### src/rtl/uart_count_reporter.sv
// Samples a 14-bit counter on a trigger pulse, converts it to four BCD digits
// by sequential double dabble and sends them as ASCII text, one byte in flight.
module uart_count_reporter #(
  parameter bit SEND_CRLF = 1'b1
) (
  input  logic        clk,
  input  logic        reset,
  input  logic        trigger,
  input  logic [13:0] count,
  input  logic        tx_busy,
  input  logic        tx_done,
  output logic        start,
  output logic [7:0]  tx_data,
  output logic        busy,
  output logic        done
);

  typedef enum logic [2:0] {IDLE, CONVERT, SEND, WAIT, FINISH} state_t;

  localparam logic [2:0] LAST_IDX = SEND_CRLF ? 3'd5 : 3'd3;

  state_t      state, state_next;
  logic [13:0] bin;
  logic [15:0] bcd;
  logic [11:0] bcd_adj;
  logic [3:0]  iter;
  logic [2:0]  idx;
  logic [13:0] clamped;
  logic [7:0]  char_cur;

  assign clamped = (count > 14'd9999) ? 14'd9999 : count;

  // With the input clamped to 9999 the thousands digit never exceeds 4 before
  // a shift, so only the lower three digits ever need the add-3 correction.
  always_comb begin
    bcd_adj = bcd[11:0];
    for (int d = 0; d < 3; d++) begin
      if (bcd[4*d +: 4] >= 4'd5) bcd_adj[4*d +: 4] = bcd[4*d +: 4] + 4'd3;
    end
  end

  always_comb begin
    case (idx)
      3'd0:    char_cur = {4'h3, bcd[15:12]};
      3'd1:    char_cur = {4'h3, bcd[11:8]};
      3'd2:    char_cur = {4'h3, bcd[7:4]};
      3'd3:    char_cur = {4'h3, bcd[3:0]};
      3'd4:    char_cur = 8'h0D;
      default: char_cur = 8'h0A;
    endcase
  end

  always_ff @(posedge clk) begin
    if (reset) state <= IDLE;
    else       state <= state_next;
  end

  always_comb begin
    state_next = state;
    start      = 1'b0;
    tx_data    = 8'h00;
    busy       = 1'b0;
    done       = 1'b0;
    case (state)
      IDLE: begin
        if (trigger) state_next = CONVERT;
      end
      CONVERT: begin
        busy = 1'b1;
        if (iter == 4'd13) state_next = SEND;
      end
      SEND: begin
        busy    = 1'b1;
        tx_data = char_cur;
        if (!tx_busy) begin
          start      = 1'b1;
          state_next = WAIT;
        end
      end
      WAIT: begin
        busy    = 1'b1;
        tx_data = char_cur;
        if (tx_done) state_next = (idx == LAST_IDX) ? FINISH : SEND;
      end
      FINISH: begin
        done       = 1'b1;
        state_next = IDLE;
      end
      default: state_next = IDLE;
    endcase
  end

  always_ff @(posedge clk) begin
    if (reset) begin
      bin  <= '0;
      bcd  <= '0;
      iter <= '0;
      idx  <= '0;
    end else begin
      case (state)
        IDLE: begin
          if (trigger) begin
            bin  <= clamped;
            bcd  <= '0;
            iter <= '0;
            idx  <= '0;
          end
        end
        CONVERT: begin
          bin  <= {bin[12:0], 1'b0};
          bcd  <= {bcd[14:12], bcd_adj, bin[13]};
          iter <= iter + 4'd1;
        end
        WAIT: begin
          if (tx_done) idx <= idx + 3'd1;
        end
        default: ;
      endcase
    end
  end

endmodule

### config.mk
export PLATFORM = sky130hd
export DESIGN_NAME = uart_count_reporter
export DESIGN_NICKNAME = d
export VERILOG_FILES = /design/src/rtl/uart_count_reporter.sv
export SDC_FILE = /design/constraint.sdc
export NUM_CORES = 1
export LEC_CHECK = 0
export CORE_UTILIZATION = 44
export DETAILED_ROUTE_END_ITERATION = 16
export GPL_ROUTABILITY_DRIVEN = 1
export HOLD_SLACK_MARGIN = 0.02
export PLACE_DENSITY = 0.71
export SETUP_SLACK_MARGIN = 0.3
export SLEW_MARGIN = 20
export SYNTH_ARGS = -nofsm -noshare
export SYNTH_HDL_FRONTEND = slang
export SYNTH_SLANG_ARGS = --single-unit
export TNS_END_PERCENT = 1
### constraint.sdc
create_clock -name clk -period 3.4 [get_ports clk]
set_input_delay 0.51 -clock clk [delete_from_list [all_inputs] [get_ports clk]]
set_output_delay 0.51 -clock clk [all_outputs]
set_load 0.02 [all_outputs]
==> metrics <==
status=complete, no violations; M1 WL=2.14 mm; Worst Reg-to-Reg Cells=3; met3 wire length=171 um; Yosys reg bits=40; asr flop ratio synth=0%; critical path type=reg2out; post-synth cell types=44; Die ar.=5170 um^2; Setup TNS=0 ns; setup slack, reg-to-reg=1.45 ns; Rows=25; hold slack=0.469 ns; Layout area overhead=17.3%; RSZ-0062 raised after global routing=false; Via density=5.44; htree depth=2; Max transition margin=41.3%; Fin. Hold Viols=0; routed vias=1855; PD cells=370 nW/um^2; Final HPWL DP=3.23 mm; Avg WL per Cell=13.1 um; reg-to-reg startpoint=state[0]; CTS clk-pin slew, worst paths=0.07 ns; drt pass-1 iters=5; TritonCTS Buffers=5; worst skew pair latency=0.28 ns; DRT iter0 DRCs=125; crit path to=tx_data[3]; number of routed nets with antenna violations=0; top post-synthesis cells by count=40 x dfxtp_1, 31 x nor2_1, 17 x a21oi_1; dpl cells=334; share of cells above drive strength 1=5.11%; Final Util=53.4%; leak pwr=0.917 nW; post-route insts no fill=341; Boundary Pins=30; fmax=359 MHz; core box area=4720 um^2; final layout net count=306; routed wl met2=2.11 mm; initial antenna violation count=0; Setup violations, final=0; Mapped Cells=250; n_diodes=0; clk sinks=40; Startpoint Class=register; final worst path period share=81.9%; max layer used=met4; root buffer cell=clkbuf_8; Die Width=71.9 um; Post-synth EDFFs=0; CTS tree=done; Bufs on Longest Clock Path=2; Post-CTS Hold Buffers=0; DRT Wirelength=4.48 mm; Mapped Avg Cell Area=8.59 um^2; largest net degree at the start of global routing=39; top cell type by total area after synthesis=dfxtp_1; Die Height=71.9 um; Initial Utilization=45.5%; Required @ worst endpoint=2.89 ns; Synth Warn #=0; DRC viols=0; synth top area cells=dfxtp_1 37%, ha_1 7.6%, nor2_1 5.4%, a21oi_1 4.0%, a22o_1 3.7%; Tmin final=2.78 ns; Yosys top cell area share=37.3%; VDD IR-drop max=0.283 mV; worst hold path type=reg2reg; Least-Margin Pin Slew=0.873 ns; count leader, synth=dfxtp_1; area of the mapped netlist=2150 um^2; Main synth FF type=dfxtp_1; Setup Buffers After CTS=0; first-pass GRT wire length=7.80 mm; Slew Viols, Final=0; post_cts resized=0; Port Buf Inserts=27; Max-Cap Viols=0; routability cong.=0.868; post-synthesis sequential area ratio=37.3%; RR Endpoint=bcd[9]; Clock Skew=0.00150 ns; Crit Path Max Fanout=9; GRT Total Usage=19.1%; crit path from=idx[2]; vias in the first global route=1674; Crit path arrival time=2.27 ns; GRT overflow=0; CP endpoint kind=output pin
==> report_power, final <==
| part | switching, mW | total (mW) | leakage, nW | internal (mW) |
|---|---|---|---|---|
| Sequential | 0.0157 | 0.503 | 0.325 | 0.487 |
| Clock | 0.155 | 0.295 | 0.0410 | 0.140 |
| Combinational | 0.0731 | 0.135 | 0.551 | 0.0615 |
| Total | 0.244 | 0.932 | 0.917 | 0.688 |
==> stage by stage <==
| stage | setup WS, ns | power [mW] | instance area (um^2) |
|---|---|---|---|
| after global routing | 0.393 | 0.980 | 2520 |
| after floorplan | 1.44 | 0.601 | 2150 |
| after CTS | 0.613 | 0.940 | 2520 |
| after global placement | 0.980 | 0.648 | 2440 |
| after detailed placement | 0.938 | 0.649 | 2440 |
| final | 0.616 | 0.932 | 2520 |
==> kinds of logic (layout without fill, tap and decap cells) <==
| family | Yosys count | after routing | share of synthesized area, % |
|---|---|---|---|
| adders and majority gates | 13 | 13 | 7.57 |
| buffers and inverters | 26 | 49 | 6.29 |
| DFF | 40 | 40 | 37.3 |
| and+or+nand+nor | 91 | 91 | 22.3 |
| muxes | 5 | 5 | 3.15 |
| AOI/OAI and AO/OA | 68 | 68 | 20.8 |
| other | 1 | 2 | 0.175 |
| xor gates and xnor gates | 6 | 6 | 2.45 |
==> final cells by class <==
type	instances	area, um^2
well taps	67	83.8
clock inverters	1	5.00
inverters	11	41.3
fillers	466	2200
repair buffers	31	300
clock buffers	6	72.6
multi-input cells	185	1220
flip-flops and latches	40	801
==> worst min path at each step <==
stage | end | slack, ns | from | cells after the start
detailed placement | bin[13] | 0.45 | bin[12] | 2
finish | bin[13] | 0.47 | bin[12] | 2
global route | bin[13] | 0.51 | bin[12] | 2
CTS | bin[13] | 0.47 | bin[12] | 2
floorplan | bin[13] | 0.43 | bin[12] | 2
global placement | bin[13] | 0.45 | bin[12] | 2
==> state kept, by name (all words and copies together) (netlist names) <==
signal and count:
state 3, idx 3, bcd 16, bin 14, iter 4
==> worst max-delay path, stage by stage, from the launching register on <==
cell             delay, ns
dfxtp_1               0.46
inv_1                 0.15
ha_1                  0.29
nor2_1                0.11
o21ai_0               0.14
a41oi_1               0.20
clkdlybuf4s50_1       0.64
==> placed cells by master, fill, tap and decap left out, drive strengths merged, types with 2 or more instances in the layout <==
cell and count:
dfxtp 40, nand4 2, or3 2, nor3 14
a222oi 3, clkbuf 6, inv 11, nand3 5
buf 4, o22ai 10, a22oi 10, nand2b 9
a21oi 17, nor2 31, conb 2, and3 3
mux2i 3, xnor2 3, o21ai 11, xor2 3
nand2 14, clkdlybuf4s50 27, ha 13, o41ai 2
a22o 9, a31oi 3
==> layer usage <==
layer | track usage [%] | vias up
li1 | - | 948
met1 | 26.1 | 855
met4 | 5.45 | 0
met3 | 4.36 | 7
met5 | 0 | -
met2 | 30.3 | 45
Power figures use the tool's default switching activity.
